### config.mk
export PLATFORM = sky130hd
export DESIGN_NAME = mips_avalon_bridge
export DESIGN_NICKNAME = d
export VERILOG_FILES = /design/src/rtl/mips_avalon_bridge.sv
export SDC_FILE = /design/constraint.sdc
export NUM_CORES = 1
export LEC_CHECK = 0
export BUFFER_PORTS_ARGS = -buffer_cell sky130_fd_sc_hd__buf_2
export CORE_UTILIZATION = 52
export CTS_CLUSTER_DIAMETER = 200
export DETAILED_ROUTE_END_ITERATION = 8
export GPL_TIMING_DRIVEN = 0
export PLACE_DENSITY = 0.87
export SLEW_MARGIN = 20
export SYNTH_ARGS = -nofsm -noshare
export SYNTH_HDL_FRONTEND = slang
export SYNTH_SLANG_ARGS = --single-unit
export TNS_END_PERCENT = 5
### constraint.sdc
create_clock -name clk -period 4.2 [get_ports clk]
set_input_delay 0.84 -clock clk [delete_from_list [all_inputs] [get_ports clk]]
set_output_delay 0.84 -clock clk [all_outputs]
set_load 0.1 [all_outputs]
### src/rtl/mips_avalon_bridge.sv
`default_nettype none
// ---------------------------------------------------------------------------
// mips_avalon_bridge - arbitrates core fetch/data ports onto one Avalon-MM
// master. Define MIPS_BRIDGE_SEXT_EN to add d_signed (sign-extended loads).
// Revision: 1.0
// ---------------------------------------------------------------------------
module mips_avalon_bridge #(
  parameter int ADDR_W   = 32,
  parameter int DATA_W   = 32,
  parameter int MAX_WAIT = 255
) (
  input  logic              clk,
  input  logic              reset,
  input  logic              i_req,
  input  logic [ADDR_W-1:0] i_addr,
  output logic              i_ack,
  output logic [DATA_W-1:0] i_rdata,
  output logic              i_err,
  input  logic              d_req,
  input  logic              d_we,
  input  logic [ADDR_W-1:0] d_addr,
  input  logic [1:0]        d_size,
  input  logic [DATA_W-1:0] d_wdata,
`ifdef MIPS_BRIDGE_SEXT_EN
  input  logic              d_signed,
`endif
  output logic              d_ack,
  output logic [DATA_W-1:0] d_rdata,
  output logic              d_err,
  output logic [ADDR_W-1:0] address,
  output logic              read,
  output logic              write,
  output logic [DATA_W-1:0] writedata,
  output logic [DATA_W/8-1:0] byteenable,
  input  logic              waitrequest,
  input  logic [DATA_W-1:0] readdata,
  output logic              busy,
  output logic              timeout_err
);

  localparam int BE_W   = DATA_W / 8;
  localparam int LANE_W = $clog2(BE_W);
  localparam logic [1:0] S_IDLE = 2'd0, S_BUS = 2'd1, S_RESP = 2'd2;

  logic [1:0]        state, state_nxt;
  logic              chan, chan_nxt;
  logic [LANE_W-1:0] lane, lane_nxt;
  logic [1:0]        size, size_nxt;
  logic              sgn, sgn_nxt;
  logic [31:0]       wcnt, wcnt_nxt;
  logic [ADDR_W-1:0] address_nxt;
  logic              read_nxt, write_nxt, busy_nxt, timeout_err_nxt;
  logic [DATA_W-1:0] writedata_nxt, i_rdata_nxt, d_rdata_nxt;
  logic [BE_W-1:0]   byteenable_nxt;
  logic              i_ack_nxt, d_ack_nxt, i_err_nxt, d_err_nxt;

  logic              signed_req;
`ifdef MIPS_BRIDGE_SEXT_EN
  assign signed_req = d_signed;
`else
  assign signed_req = 1'b0;
`endif

  // Grant-side decode: data wins over fetch whenever both are requesting.
  logic [ADDR_W-1:0] g_addr;
  logic [LANE_W-1:0] g_lane;
  logic [1:0]        g_size;
  logic              g_mis;
  logic [BE_W-1:0]   g_bmask, g_be;
  logic [DATA_W-1:0] g_wmask, g_wdata;

  always_comb begin
    g_addr = d_req ? d_addr : i_addr;
    g_lane = g_addr[LANE_W-1:0];
    g_size = d_req ? d_size : 2'(LANE_W);
    g_mis  = 1'b0;
    if (d_req) begin
      case (d_size)
        2'd1:    g_mis = g_addr[0];
        2'd2:    g_mis = |g_addr[1:0];
        2'd3:    g_mis = (DATA_W == 32) || (|g_addr[2:0]);
        default: g_mis = 1'b0;
      endcase
    end else begin
      g_mis = |g_lane;
    end
    for (int b = 0; b < BE_W; b++) g_bmask[b] = (b < (1 << g_size));
    g_be = d_req ? (g_bmask << g_lane) : '1;
    for (int b = 0; b < BE_W; b++) g_wmask[8*b +: 8] = {8{g_be[b]}};
    g_wdata = (d_wdata << {g_lane, 3'b000}) & g_wmask;
  end

  // Load alignment: shift the addressed lanes down, mask to size, extend.
  logic [DATA_W-1:0] ld_shift, ld_mask, ld_val;
  logic              ld_top;

  always_comb begin
    ld_shift = readdata >> {lane, 3'b000};
    for (int i = 0; i < DATA_W; i++) ld_mask[i] = (i < (8 << size));
    ld_top = |(ld_shift & ld_mask & ~(ld_mask >> 1));
    ld_val = (ld_shift & ld_mask) | ((sgn && ld_top) ? ~ld_mask : '0);
  end

  logic wait_hit;
  assign wait_hit = (MAX_WAIT != 0) && ((wcnt + 32'd1) == 32'(MAX_WAIT));

  always_ff @(posedge clk) begin
    if (reset) begin
      state       <= S_IDLE;
      chan        <= 1'b0;
      lane        <= '0;
      size        <= 2'd0;
      sgn         <= 1'b0;
      wcnt        <= 32'd0;
      address     <= '0;
      read        <= 1'b0;
      write       <= 1'b0;
      writedata   <= '0;
      byteenable  <= '0;
      i_ack       <= 1'b0;
      d_ack       <= 1'b0;
      i_err       <= 1'b0;
      d_err       <= 1'b0;
      i_rdata     <= '0;
      d_rdata     <= '0;
      busy        <= 1'b0;
      timeout_err <= 1'b0;
    end else begin
      state       <= state_nxt;
      chan        <= chan_nxt;
      lane        <= lane_nxt;
      size        <= size_nxt;
      sgn         <= sgn_nxt;
      wcnt        <= wcnt_nxt;
      address     <= address_nxt;
      read        <= read_nxt;
      write       <= write_nxt;
      writedata   <= writedata_nxt;
      byteenable  <= byteenable_nxt;
      i_ack       <= i_ack_nxt;
      d_ack       <= d_ack_nxt;
      i_err       <= i_err_nxt;
      d_err       <= d_err_nxt;
      i_rdata     <= i_rdata_nxt;
      d_rdata     <= d_rdata_nxt;
      busy        <= busy_nxt;
      timeout_err <= timeout_err_nxt;
    end
  end

  always_comb begin
    state_nxt = state;
    case (state)
      S_IDLE:  if (d_req || i_req) state_nxt = g_mis ? S_RESP : S_BUS;
      S_BUS:   if (!waitrequest || wait_hit) state_nxt = S_RESP;
      S_RESP:  state_nxt = S_IDLE;
      default: state_nxt = S_IDLE;
    endcase
  end

  always_comb begin
    chan_nxt        = chan;
    lane_nxt        = lane;
    size_nxt        = size;
    sgn_nxt         = sgn;
    wcnt_nxt        = wcnt;
    address_nxt     = address;
    read_nxt        = read;
    write_nxt       = write;
    writedata_nxt   = writedata;
    byteenable_nxt  = byteenable;
    i_rdata_nxt     = i_rdata;
    d_rdata_nxt     = d_rdata;
    timeout_err_nxt = timeout_err;
    i_ack_nxt       = 1'b0;
    d_ack_nxt       = 1'b0;
    i_err_nxt       = 1'b0;
    d_err_nxt       = 1'b0;
    case (state)
      S_IDLE: begin
        if (d_req || i_req) begin
          chan_nxt       = d_req;
          lane_nxt       = g_lane;
          size_nxt       = g_size;
          sgn_nxt        = d_req && signed_req;
          wcnt_nxt       = 32'd0;
          address_nxt    = g_addr & ~ADDR_W'(BE_W - 1);
          byteenable_nxt = g_be;
          writedata_nxt  = d_req ? g_wdata : '0;
          if (g_mis) begin
            d_ack_nxt = d_req;
            d_err_nxt = d_req;
            i_ack_nxt = !d_req;
            i_err_nxt = !d_req;
          end else begin
            read_nxt  = !(d_req && d_we);
            write_nxt = d_req && d_we;
          end
        end
      end
      S_BUS: begin
        if (!waitrequest) begin
          read_nxt  = 1'b0;
          write_nxt = 1'b0;
          d_ack_nxt = chan;
          i_ack_nxt = !chan;
          if (chan && read) d_rdata_nxt = ld_val;
          if (!chan)        i_rdata_nxt = readdata;
        end else if (wait_hit) begin
          read_nxt        = 1'b0;
          write_nxt       = 1'b0;
          timeout_err_nxt = 1'b1;
          d_ack_nxt       = chan;
          d_err_nxt       = chan;
          i_ack_nxt       = !chan;
          i_err_nxt       = !chan;
        end else begin
          wcnt_nxt = wcnt + 32'd1;
        end
      end
      default: ;
    endcase
    busy_nxt = (state_nxt != S_IDLE);
  end

endmodule
`default_nettype wire

; Word-level counts from Yosys, hierarchy flattened
; Index checks and enable logic that the tools add are counted.
[totals]
inputBits = 136
ff_bits = 177
[classes]
magnitude_cmp = 36
n_reduce_logical = 18
n_bitwise = 4
muxes = 36
eq_ne = 10
n_shift = 5
n_addsub = 1
[op_table]
columns = op, count
row1 = 6-bit by 32-bit < comparator with 1-bit output (first input constant), 16
row2 = 5-bit by 32-bit < comparator with 1-bit output (first input constant), 8
row3 = 32-bit 2-to-1 mux, 5
row4 = 3-bit by 32-bit < comparator with 1-bit output (first input constant), 4
row5 = 4-bit by 32-bit < comparator with 1-bit output (first input constant), 4
row6 = 32-bit bitwise AND, 2
row7 = 1-bit by 32-bit < comparator with 1-bit output (first input constant), 2
row8 = 2-bit by 32-bit < comparator with 1-bit output (first input constant), 2
row9 = 32-bit case mux with 2 select lines, 1
row10 = 32-bit by 1-bit adder with 32-bit output (second input constant), 1
row11 = 32-bit by 8-bit equality test with 1-bit output (second input constant), 1
row12 = 1-bit by 2-bit << shifter with 32-bit output (first input constant), 1
row13 = 32-bit by 5-bit << shifter with 32-bit output, 1
row14 = 4-bit by 2-bit << shifter with 32-bit output (first input constant), 1
row15 = 32-bit by 5-bit right shift with 32-bit output, 1
row16 = 1-bit 2-to-1 mux, 17
row17 = 1-bit case mux with 2 select lines, 6
row18 = 3-bit AND reduction, 3
row19 = 2-bit 2-to-1 mux, 4
row20 = 2-bit != test (second input constant), 4
row21 = 4-bit AND reduction, 2
row22 = 2-bit by 1-bit equality test with 1-bit output (second input constant), 2
row23 = 2-bit equality test (second input constant), 2
row24 = 1-bit logical NOT, 4
row25 = 12 further kinds, 16

; Logic depth before layout (Yosys ltp)
[depth]
depth_word = 8
ltp_mapped = 13
mapped_depth_nobuf = 9

; Least setup slack after synthesis
; OpenSTA, ideal clock, no wires.
[synth_timing]
path_kind = reg-to-reg
startpoint = register wcnt[0]
endpoint = register wcnt[18]
stages_incl_launch_ff = 12
synth_period_minus_slack_ps = 3019
slack_ps = 1181
setup_time_ps = 117
n_path_buf = 2
t_required_ps = 4083
t_arrival_ps = 2902
cell_sequence = dfxtp_1 ha_1 buf_4 and3_1 buf_4 nand3_4 or4b_4 mux2i_1 or4_4 o31ai_4 nor2_4 a32o_1
[synth_via]
elab_chain_cells = 4
elab_cells_between_ends = 7
classes_between = 1 x add/sub / 2 x eq/ne / 3 x mux / 1 x reduce/logical
[synth_lines]
columns = element, line_no
row1 = from (decl), 50  ; logic [31:0] wcnt, wcnt_nxt;
row2 = from (signal assigned), 134  ; wcnt <= wcnt_nxt;
row3 = 32-bit by 1-bit adder with 32-bit output (*), "105, 218"
row4 = 32-bit by 8-bit equality test with 1-bit output or 32-bit 2-to-1 mux (tied branches), "105, 209"
row5 = 2-bit != test (no line) or 32-bit 2-to-1 mux (tied branches), --
row6 = 4-bit AND reduction (no line) or 32-bit case mux with 2 select lines (tied branches), --
; Every way passes the cells marked *; elsewhere a longest branch is shown, timed or not. The select of a mux whose other input is x is not followed.
; A chain may end at the register's enable or synchronous reset.

; Worst setup path after layout
[layout_timing]
startpoint = register wcnt[1]
endpoint = register i_ack
[layout_via]
elab_chain_cells = 5
[layout_lines]
columns = element, line_no
row1 = 32-bit by 1-bit adder with 32-bit output, 105  ; assign wait_hit = (MAX_WAIT != 0) && ((wcnt + 32'd1) == 32'(MAX_WAIT));
row2 = 32-bit by 8-bit equality test with 1-bit output, 105
row3 = 1-bit 2-to-1 mux, 209  ; end else if (wait_hit) begin
row4 = 1-bit 2-to-1 mux, 202  ; if (!waitrequest) begin
row5 = 1-bit case mux with 2 select lines, 179  ; case (state)
row6 = to (signal assigned), 140  ; i_ack <= i_ack_nxt;
row7 = to (decl), 16  ; output logic i_ack,
; Every way passes these cells.

==> metrics.cfg <==
[logic_synthesis]
synth-main-ff-cell=dfxtp_1
avgSynthCellArea_sq_um=8.15
yosysMostFrequentCell=dfxtp_1
synth_area_sq_um=8800
netlist_top_cells_area=dfxtp_1, mux2i_1, nand2_1
synth_mux_area_share_pct=8.90
synth_cell_types=75
synth_top_family_by_area=simple AND/OR/NAND/NOR gates
synthAdderAreaFrac_pct=0.284
yosysTopAreaCell=dfxtp_1
ys_ff_latch=177
yosysWarnings=0
synthTopCellsByCount=dfxtp_1, nand2_1, nor2_1
synth_edf_count=0
synth-xor-area-share_pct=0.995
synth-compound-area-share_pct=20.8
async_flop_share_pct=0
synth_top_area_share_pct=40.2
synthCells=1080
synthSimpleGateAreaFrac_pct=23.5
yosysSeqAreaShare_pct=40.2

[timing]
hold_viol=0
finalSetupTns_ns=0
fin_crit_ns=3.75
fin_skew_ns=0.0101
slew_headroom_pct=25.1
fmax_mhz=267
finalSetupViolations=0
rsz0062_at_grt=no
tightest_slew_ns=1.09
slew_violations=0
period_share_pct=89.2

[critical_path]
reg2reg_depth=9
critical_path.cell_chain=buf_2 > and4_2 > nand3_1 > nor3_1 > mux2i_1 > or4b_4 > o31ai_4 > nand3_1 > o22ai_1
cpPeakStageDelay_ns=0.53
crit_fanout=10
crit_path_frequent_cell=nand3_1
worstSetupEndpointType=register
crit_required_ns=4.49
arrival_ns=4.04
worst-path-stages=9
slowest_stage=or4b_4
cp_top_family=simple AND/OR/NAND/NOR gates
cp-start-kind=register
critPathBufInv=1
path_class=reg2reg

[worst_hold_path]
hp-class=reg2reg
min_path_cells=2

[flow_run]
max_cap_viol_count=0

[final_layout]
area_growth_syn_to_layout_pct=25.4
fin_cells=1606
drive_gt1_share_pct=25.0
nFillCells=1402
fin_nets=1508

[grt]
grt_pass1_wl_microns=46700
use_met2_pct=55.5
antenna_found_initial=3
grt.total_usage_pct=33.9
gr-total-overflow=0
grt.met3_usage_pct=6.50
use_met1_pct=42.1
grt_busiest_layer=met2
first_global_vias=9007
grt_start_max_net_pins=18

[detailed_routing]
ant_nets=0
dr.pass1.iters=6
finalWirelength_microns=29900
drt_iter0_drc=772
drc=0
viasPerCell=6.04
wl_per_cell_microns=18.6
via_count=9697

[clock_tree]
clock_path_buffers=2
clock-sinks=177
cts-root-buf=clkbuf_16
cts_inserted_buffers=17
cts_resized=0
cts_tree=built
clock_latency_ns=0.44
cts_setup_buffers=0
htreeDepth=4
cts_hold_buf=0
clk_pin_slew_ns=0.07

[floorplan]
die_y_microns=132
coreArea_sq_um=16600
die_x_microns=132
rows=47
start_util_pct=53.1
dieArea_sq_um=17500
num_io_pins=276

[power_and_ir_drop]
ir_worst_vdd_v=0.000309
power.total_w=0.00480
cellLeakagePower_nw=4.76
power_density_nw_per_um2=435

[placed_design]
placed_cells=1571
dp_hpwl_microns=22300
portBuffers=270
routabilityCongestion=0.954

[run_status]
outcome=completed

-- path summary, 6_finish.rpt --
check / start / end / slack [ns]
worst min register to register: i_rdata[12] / i_rdata[12] / 0.45
worst min-delay path: i_rdata[12] / i_rdata[12] / 0.45
worst max-delay path: wcnt[1] / i_ack / 0.45
worst max register to register: wcnt[1] / i_ack / 0.45
-- cell type report --
type / count / area [sq um] / area share, %
Antenna cell: 3 / 7.51 / 0.0680
Buffer: 99 / 439 / 3.98
Clock buffer: 18 / 429 / 3.89
Clock inverter: 14 / 171 / 1.55
Inverter: 6 / 22.5 / 0.204
Multi-Input combinational cell: 799 / 4800 / 43.5
Sequential cell: 177 / 3540 / 32.1
Tap cell: 220 / 275 / 2.49
Timing Repair Buffer: 270 / 1350 / 12.2
-- per-stage QoR --
step | util, % | setup WS [ns] | cell area (sq um) | hold slack [ns]
after floorplan | - | 1.18 | 8810 | 0.455
after global placement | 62.9 | 0.696 | 10400 | 0.439
after detailed placement | 62.9 | 0.638 | 10400 | 0.443
after CTS | 66.5 | 0.619 | 11000 | 0.453
after global routing | 66.6 | 0.294 | 11000 | 0.473
final | 66.6 | 0.453 | 11000 | 0.453
-- cells by family (layout without fill, tap and decap cells) --
kind of cell	count (synthesis)	count (layout)
AOI/OAI and AO/OA	275	275
xor gates and xnor gates	10	10
adders and majority gates	2	2
buffers and inverters	105	407
DFF	177	177
muxes	78	78
other	1	5
and+or+nand+nor	432	432
-- state kept, by name, summed over array words and instances, names as in the netlist, 2 cells and up --
register,flops
d_rdata,32
i_rdata,32
wcnt,32
writedata,32
address,30
byteenable,4
lane,2
size,2
state,2
-- tightest hold or removal path: cells and delay by family (launching register included) --
kind | cells | cell delay (ns)
compound gates | 1 | 0.05
flops | 1 | 0.31
simple gates | 1 | 0.05
-- routing by layer --
metal	routed length (microns)	share of wire [%]	up-vias
met5	0	0	-
met4	1540	5.1	0
met3	3170	11	115
met2	13900	46	608
met1	11300	38	4507
li1	-	-	4467
-- report_power, final --
group / switching [W] / internal, W / total, W
clock: 0.000739 / 0.000900 / 0.00164
combinational: 0.00106 / 0.000280 / 0.00134
sequential: 0.0000501 / 0.00177 / 0.00182
total: 0.00185 / 0.00295 / 0.00480
-- placed cells by master (no fill, tap or decap), types with 17 or more instances in the layout --
master / instances
o21ai_0: 44
buf_2: 278
a22oi_1: 24
nor3_1: 24
a21oi_1: 89
nand3_1: 43
mux2i_1: 76
dfxtp_1: 177
clkbuf_16: 17
nor2_1: 130
a211oi_1: 51
nand2_1: 141
clkbuf_1: 67
Power figures use the tool's default switching activity.
